==> config.mk <==
export PLATFORM = sky130hd
export DESIGN_NAME = alu_mdu_control
export DESIGN_NICKNAME = d
export VERILOG_FILES = /design/src/rtl/alu_pkg.sv /design/src/rtl/mdu_core.sv /design/src/rtl/alu_mdu_control.sv
export SDC_FILE = /design/constraint.sdc
export NUM_CORES = 1
export LEC_CHECK = 0
export CAP_MARGIN = 30
export CORE_ASPECT_RATIO = 1.2
export CORE_MARGIN = 5
export CORE_UTILIZATION = 45
export CTS_CLUSTER_SIZE = 16
export DETAILED_ROUTE_END_ITERATION = 8
export HOLD_SLACK_MARGIN = 0.12
export PLACE_DENSITY = 0.68
export SLEW_MARGIN = 30
export SYNTH_ARGS = -nofsm -noshare
export SYNTH_HDL_FRONTEND = slang
export SYNTH_SLANG_ARGS = --single-unit
==> constraint.sdc <==
create_clock -name clk -period 5.4 [get_ports clk]
set_input_delay 0.81 -clock clk [delete_from_list [all_inputs] [get_ports clk]]
set_output_delay 0.81 -clock clk [all_outputs]
set_load 0.02 [all_outputs]
==> src/rtl/alu_pkg.sv <==
// Shared codes for the ALU decoder and the iterative multiply/divide unit.
package alu_pkg;

  // Main-decoder class for the EX stage
  localparam logic [1:0] ALUOP_ADD   = 2'b00;
  localparam logic [1:0] ALUOP_SUB   = 2'b01;
  localparam logic [1:0] ALUOP_RTYPE = 2'b10;
  localparam logic [1:0] ALUOP_OR    = 2'b11;

  // ALU select codes
  localparam logic [3:0] ALU_AND  = 4'b0000;
  localparam logic [3:0] ALU_OR   = 4'b0001;
  localparam logic [3:0] ALU_ADD  = 4'b0010;
  localparam logic [3:0] ALU_XOR  = 4'b0011;
  localparam logic [3:0] ALU_SUB  = 4'b0110;
  localparam logic [3:0] ALU_SLT  = 4'b0111;
  localparam logic [3:0] ALU_SLL  = 4'b1000;
  localparam logic [3:0] ALU_SRL  = 4'b1001;
  localparam logic [3:0] ALU_SRA  = 4'b1010;
  localparam logic [3:0] ALU_NOR  = 4'b1100;
  localparam logic [3:0] ALU_SLTU = 4'b1111;

  // R-type function codes
  localparam logic [5:0] FUNCT_SLL   = 6'b000000;
  localparam logic [5:0] FUNCT_SRL   = 6'b000010;
  localparam logic [5:0] FUNCT_SRA   = 6'b000011;
  localparam logic [5:0] FUNCT_MFHI  = 6'b010000;
  localparam logic [5:0] FUNCT_MTHI  = 6'b010001;
  localparam logic [5:0] FUNCT_MFLO  = 6'b010010;
  localparam logic [5:0] FUNCT_MTLO  = 6'b010011;
  localparam logic [5:0] FUNCT_MULT  = 6'b011000;
  localparam logic [5:0] FUNCT_MULTU = 6'b011001;
  localparam logic [5:0] FUNCT_DIV   = 6'b011010;
  localparam logic [5:0] FUNCT_DIVU  = 6'b011011;
  localparam logic [5:0] FUNCT_AND   = 6'b100100;
  localparam logic [5:0] FUNCT_OR    = 6'b100101;
  localparam logic [5:0] FUNCT_XOR   = 6'b100110;
  localparam logic [5:0] FUNCT_NOR   = 6'b100111;
  localparam logic [5:0] FUNCT_SLT   = 6'b101010;
  localparam logic [5:0] FUNCT_SLTU  = 6'b101011;

  // MDU sequencer states
  typedef enum logic [1:0] {IDLE, MUL, DIV, FIX} mdu_state_e;

  // Any HI/LO-related funct: mfhi/mthi/mflo/mtlo (0100xx) or mult/div (0110xx)
  function automatic logic is_mdu_funct(input logic [5:0] f);
    return (f[5:2] == 4'b0100) || (f[5:2] == 4'b0110);
  endfunction

  // Functs that launch an iterative operation; f[1] = divide, f[0] = unsigned
  function automatic logic is_muldiv_funct(input logic [5:0] f);
    return (f[5:2] == 4'b0110);
  endfunction

endpackage

==> src/rtl/mdu_core.sv <==
// Iterative multiply/divide unit owning the architectural HI/LO registers.
// Radix-2 shift-add multiply and restoring divide on operand magnitudes,
// followed by one sign-correction cycle that commits the result to HI/LO.
module mdu_core
  import alu_pkg::*;
#(
  parameter int WIDTH = 32
) (
  input  logic             clk,
  input  logic             reset,
  input  logic             start,
  input  logic [1:0]       op,       // [1] divide, [0] unsigned
  input  logic [WIDTH-1:0] src_a,
  input  logic [WIDTH-1:0] src_b,
  input  logic             wr_hi,
  input  logic             wr_lo,
  input  logic [WIDTH-1:0] wr_data,
  output logic [WIDTH-1:0] hi,
  output logic [WIDTH-1:0] lo,
  output logic             busy,
  output logic             done
);

  localparam int CNT_W = (WIDTH > 1) ? $clog2(WIDTH) : 1;

  mdu_state_e state, state_nxt;

  logic [WIDTH-1:0] acc;       // product high half / partial remainder
  logic [WIDTH-1:0] quo;       // multiplier shifting out / quotient shifting in
  logic [WIDTH-1:0] opnd;      // multiplicand or divisor magnitude
  logic [CNT_W-1:0] cnt;
  logic             is_div;
  logic             neg_lo;    // negate product / quotient in FIX
  logic             neg_hi;    // negate remainder in FIX
  logic             div_zero;

  logic signed [WIDTH-1:0] a_s, b_s;
  logic                    sign_a, sign_b;
  logic [WIDTH-1:0]        mag_a, mag_b;

  logic [WIDTH:0]          shifted, add_x, add_y, sum;
  logic                    add_cin, div_ok;

  logic [2*WIDTH-1:0]      prod_fix;
  logic [WIDTH-1:0]        q_fix, r_fix;

  // Operand magnitudes for signed ops; unsigned ops pass straight through
  always_comb begin
    a_s    = src_a;
    b_s    = src_b;
    sign_a = ~op[0] & a_s[WIDTH-1];
    sign_b = ~op[0] & b_s[WIDTH-1];
    mag_a  = sign_a ? -src_a : src_a;
    mag_b  = sign_b ? -src_b : src_b;
  end

  // The single WIDTH+1-bit adder: add multiplicand, or trial-subtract divisor
  always_comb begin
    shifted = {acc, quo[WIDTH-1]};
    if (state == DIV) begin
      add_x   = shifted;
      add_y   = ~{1'b0, opnd};
      add_cin = 1'b1;
    end else begin
      add_x   = {1'b0, acc};
      add_y   = quo[0] ? {1'b0, opnd} : '0;
      add_cin = 1'b0;
    end
    sum    = add_x + add_y + {{WIDTH{1'b0}}, add_cin};
    // shifted < 2*divisor, so a set top bit always fits; else the sign decides
    div_ok = shifted[WIDTH] | ~sum[WIDTH];
  end

  // Sign correction and divide-by-zero override applied in FIX
  always_comb begin
    prod_fix = neg_lo ? -{acc, quo} : {acc, quo};
    q_fix    = div_zero ? '1 : (neg_lo ? -quo : quo);
    r_fix    = neg_hi ? -acc : acc;
  end

  // Sequencer next state
  always_comb begin
    state_nxt = state;
    case (state)
      IDLE:    if (start) state_nxt = op[1] ? DIV : MUL;
      MUL,
      DIV:     if (cnt == '0) state_nxt = FIX;
      default: state_nxt = IDLE;
    endcase
  end

  // State, iteration registers and architectural HI/LO
  always_ff @(posedge clk) begin
    if (reset) begin
      state    <= IDLE;
      acc      <= '0;
      quo      <= '0;
      opnd     <= '0;
      cnt      <= '0;
      is_div   <= 1'b0;
      neg_lo   <= 1'b0;
      neg_hi   <= 1'b0;
      div_zero <= 1'b0;
      hi       <= '0;
      lo       <= '0;
      done     <= 1'b0;
    end else begin
      state <= state_nxt;
      done  <= (state == FIX);
      case (state)
        IDLE: begin
          if (start) begin
            acc      <= '0;
            quo      <= mag_a;
            opnd     <= mag_b;
            cnt      <= CNT_W'(WIDTH - 1);
            is_div   <= op[1];
            neg_lo   <= sign_a ^ sign_b;
            neg_hi   <= sign_a;
            div_zero <= (src_b == '0);
          end
          if (wr_hi) hi <= wr_data;
          if (wr_lo) lo <= wr_data;
        end
        MUL: begin
          acc <= sum[WIDTH:1];
          quo <= {sum[0], quo[WIDTH-1:1]};
          cnt <= cnt - 1'b1;
        end
        DIV: begin
          acc <= div_ok ? sum[WIDTH-1:0] : shifted[WIDTH-1:0];
          quo <= {quo[WIDTH-2:0], div_ok};
          cnt <= cnt - 1'b1;
        end
        default: begin
          if (is_div) begin
            hi <= r_fix;
            lo <= q_fix;
          end else begin
            {hi, lo} <= prod_fix;
          end
        end
      endcase
    end
  end

  assign busy = (state != IDLE);

endmodule

==> src/rtl/alu_mdu_control.sv <==
// EX-stage ALU control: decodes alu_op/funct into an ALU select, routes
// HI/LO moves, launches the iterative MDU and stalls HI/LO users while busy.
module alu_mdu_control
  import alu_pkg::*;
#(
  parameter int WIDTH = 32,
  parameter int SEL_W = 4
) (
  input  logic             clk,
  input  logic             reset,
  input  logic [1:0]       alu_op,
  input  logic [5:0]       funct,
  input  logic             valid,
  input  logic [WIDTH-1:0] src_a,
  input  logic [WIDTH-1:0] src_b,
  output logic [SEL_W-1:0] select,
  output logic             illegal,
  output logic             stall,
  output logic             busy,
  output logic             done,
  output logic [WIDTH-1:0] hi,
  output logic [WIDTH-1:0] lo,
  output logic             use_hilo,
  output logic [WIDTH-1:0] hilo_result
);

  logic [3:0] sel_code;
  logic       r_type, mdu_instr, start, wr_hi, wr_lo;

  // ALU operation decode
  always_comb begin
    sel_code = ALU_AND;
    illegal  = 1'b0;
    case (alu_op)
      ALUOP_ADD: sel_code = ALU_ADD;
      ALUOP_SUB: sel_code = ALU_SUB;
      ALUOP_OR:  sel_code = ALU_OR;
      default: begin
        casez (funct)
          6'b10000?:   sel_code = ALU_ADD;
          6'b10001?:   sel_code = ALU_SUB;
          FUNCT_AND:   sel_code = ALU_AND;
          FUNCT_OR:    sel_code = ALU_OR;
          FUNCT_XOR:   sel_code = ALU_XOR;
          FUNCT_NOR:   sel_code = ALU_NOR;
          FUNCT_SLT:   sel_code = ALU_SLT;
          FUNCT_SLTU:  sel_code = ALU_SLTU;
          FUNCT_SLL:   sel_code = ALU_SLL;
          FUNCT_SRL:   sel_code = ALU_SRL;
          FUNCT_SRA:   sel_code = ALU_SRA;
          default: begin
            if (is_mdu_funct(funct)) sel_code = ALU_ADD;
            else                     illegal  = 1'b1;
          end
        endcase
      end
    endcase
  end

  assign select = SEL_W'(sel_code);

  // HI/LO instruction handling: stall while the MDU is occupied
  always_comb begin
    r_type      = valid & (alu_op == ALUOP_RTYPE);
    mdu_instr   = r_type & is_mdu_funct(funct);
    stall       = busy & mdu_instr;
    start       = mdu_instr & is_muldiv_funct(funct) & ~busy & ~reset;
    wr_hi       = r_type & (funct == FUNCT_MTHI) & ~busy & ~reset;
    wr_lo       = r_type & (funct == FUNCT_MTLO) & ~busy & ~reset;
    use_hilo    = r_type & ((funct == FUNCT_MFHI) | (funct == FUNCT_MFLO));
    hilo_result = '0;
    if (use_hilo & ~stall) hilo_result = (funct == FUNCT_MFHI) ? hi : lo;
  end

  mdu_core #(
    .WIDTH (WIDTH)
  ) u_mdu_core (
    .clk     (clk),
    .reset   (reset),
    .start   (start),
    .op      (funct[1:0]),
    .src_a   (src_a),
    .src_b   (src_b),
    .wr_hi   (wr_hi),
    .wr_lo   (wr_lo),
    .wr_data (src_a),
    .hi      (hi),
    .lo      (lo),
    .busy    (busy),
    .done    (done)
  );

endmodule

==> results.ini <==
[status]
status=finished clean

[global_route]
grt_overflow=0
grt_usage_pct=27.6
grt_pass1_wl_mm=75.8
first_global_vias=13546
grt_max_degree=74
antenna_found_initial=0

[cells_and_area]
diodes=0
nets=2077
fin_area_um2=16000
drive_above_1_share_pct=5.94
area_delta_synth_final_pct=17.9

[clock_tree]
clk_latency_ns=0.44
htreeDepth=4
cts_buffers=17
cts_setup_buffers=0
ctsHoldBuffers=0
cts_tree=yes
clk_pin_slew_ns=0.07
cts.sinks=172
clock_path_buffers=2
cts_root_buffer=clkbuf_16
cts_resized=0

[yosys]
yosys.area.top_type=dfxtp_1
yosysTopAreaCellShare_pct=25.3
synth_nets=2015
synthesis.instances=1896
syn_avg_cell_area_um2=7.17
ys_types=66
synth_area_leaders=dfxtp_1, nand2_1, a21oi_1
async_flop_share_pct=0
ys_warn_count=0
yosysSeqAreaShare_pct=25.3
synthFlopType=dfxtp_1
synth_enable_flop_cells=0
synth-seq-cells=172
syn_area_um2=13600

[timing]
setup_tns_ns=0
fin_crit_sh_pct=87.4
fin_ws_ns=0.681
hold_violations=0
rsz0062_at_grt=false
slew_headroom_pct=36.1
fmax_mhz=212
finalCriticalPeriod_ns=4.72
skew_ns=0.0108
worst_slew_pin_slew_ns=0.952
slew_viol_final=0
setup_violations=0

[drt]
routed_wirelength_mm=48.6
drc=0
via_count=14466
drt_iter0_markers=1304
dr.pass1.iters=7
wl_per_cell_um=20.6
ant_nets=0
viasPerCell=6.13

[worst_setup_path]
crit_path_start_kind=flip-flop
cp.required_ns=5.68
startpoint=u_mdu_core.state[0]
crit_type=flip-flop to flip-flop
cp-endpoint=u_mdu_core.acc[11]
reg2reg_from=u_mdu_core.state[0]
rr_worst_depth=15
critical_path_peak_fanout=30
r2r-end=u_mdu_core.acc[11]
regToRegSetupSlack_ns=0.68
arrival_ns=5.00
crit_path_end_kind=flip-flop

[placement]
place_ws_ns=0.765
gp_congestion=1.01
io_buffers=179
dp_hpwl_mm=36.9
dpl-instance-area_um2=15500

[floorplanning]
core_area_um2=29700
num_rows=69
chipHeight_um=200
fp.dieW_um=169
initial_utilization_pct=45.8
ios=180
die-area_um2=33800

[power]
p_per_area_nw_per_um2=336
finalPower_mw=5.38
peakVddDrop_v=0.000305
leakagePower_nw=5.63

[worst_hold_path]
min_path_type=flip-flop to flip-flop

[job]
drv_cap=0

-- how the worst min path moves through the flow --
stage,startpoint,endpoint,cells after the start
after detailed placement,u_mdu_core.hi[9],u_mdu_core.hi[9],2
after global routing,u_mdu_core.hi[27],u_mdu_core.hi[27],2
final,u_mdu_core.hi[30],u_mdu_core.hi[30],2
after CTS,u_mdu_core.hi[9],u_mdu_core.hi[9],2
after global placement,u_mdu_core.cnt[4],u_mdu_core.cnt[4],1
after floorplan,u_mdu_core.cnt[4],u_mdu_core.cnt[4],1
-- sequential cells by signal (all words and copies together) (netlist names), 2 cells and up --
signal and cells:
u_mdu_core.acc 32, u_mdu_core.hi 32, u_mdu_core.lo 32, u_mdu_core.opnd 32, u_mdu_core.quo 32, u_mdu_core.cnt 5
u_mdu_core.state 2
-- cell usage in the layout, fill, tap and decap left out, types with 12 or more instances in the layout --
master,Yosys,final
o41ai_1,14,14
a21oi_1,190,188
nor2_1,144,141
buf_4,2,29
xor2_1,69,69
a21o_1,24,23
o221ai_1,13,13
nand3_1,13,12
dfxtp_1,172,172
o31ai_1,27,27
nor4_1,18,18
clkbuf_16,0,17
xnor2_1,80,80
ha_1,42,40
or3_1,14,14
mux2_2,30,30
mux2i_1,20,20
nand2b_1,13,13
nor3_1,33,33
nand3b_1,41,41
nand2_1,289,289
a22oi_1,47,47
inv_1,53,53
nand4_1,12,12
a221oi_1,24,24
o21ai_0,161,161
a31oi_1,16,16
o211ai_1,46,46
a211oi_1,17,16
clkdlybuf4s50_1,0,178
-- critical path, stage by stage, from the launching register on --
cell and delay [ns]:
dfxtp_1 0.36, inv_1 0.10, ha_2 0.61, inv_1 0.22, fa_1 0.49, fa_1 0.42, nand2b_1 0.19, a21oi_1 0.21
nor2_1 0.12, o31a_1 0.37, o31ai_1 0.25, buf_4 0.18, a21o_1 0.24, or2_2 0.41, mux2i_1 0.23, o221ai_1 0.13
-- power by group --
group          internal (mW)  leakage (nW)  total (mW)  switching [mW]
registers               1.45          1.39        1.66           0.218
clock network          0.605         0.262        1.18           0.580
logic                  0.875          3.98        2.53            1.66
total                   2.92          5.63        5.38            2.46
-- area by class of cell --
| cell class | instances | area, um2 |
|---|---|---|
| tap | 390 | 488 |
| inverter | 53 | 199 |
| clock inverter | 15 | 128 |
| clock buffer | 17 | 425 |
| sequential | 172 | 3440 |
| fill | 2911 | 13700 |
| timing repair buffer | 207 | 2000 |
| multi-input combinational | 1507 | 9350 |
-- kinds of logic after synthesis --
kind of cell / after synthesis / synth area share (%)
compound gates: 636 / 29.4
simple gates: 628 / 21.3
buf+inv: 217 / 6.21
flops: 172 / 25.3
xor+xnor: 149 / 9.60
mux: 50 / 3.96
fa+ha+maj: 44 / 4.16
-- cell usage after synthesis (all sizes together), types with 14 or more instances --
master  number
a211oi      17
a21o        24
a21oi      190
a221oi      24
a22oi       47
a31oi       16
buf         15
clkbuf     149
dfxtp      172
ha          42
inv         53
mux2        30
mux2i       20
nand2      289
nand3b      41
nor2       144
nor3        33
nor4        18
o211ai      46
o21ai      164
o31ai       27
o41ai       16
or3         14
xnor2       80
xor2        69
-- layer usage --
metal / GRT usage, % / routed length [um] / up-vias
li1: - / - / 6943
met1: 32.6 / 19200 / 6863
met2: 48.8 / 24100 / 550
met3: 3.81 / 2700 / 110
met4: 13.7 / 2660 / 0
met5: 0 / 0 / -
-- metrics by stage --
step	cells	hold WS [ns]	util, %
5_1_grt	2361	0.489	54.0
2_1_floorplan	1896	0.440	-
3_3_place_gp	2329	0.457	52.1
4_1_cts	2361	0.472	54.0
6_report	2361	0.470	54.0
3_5_place_dp	2329	0.462	52.1
No activity file was read; power rests on OpenSTA's default activity.
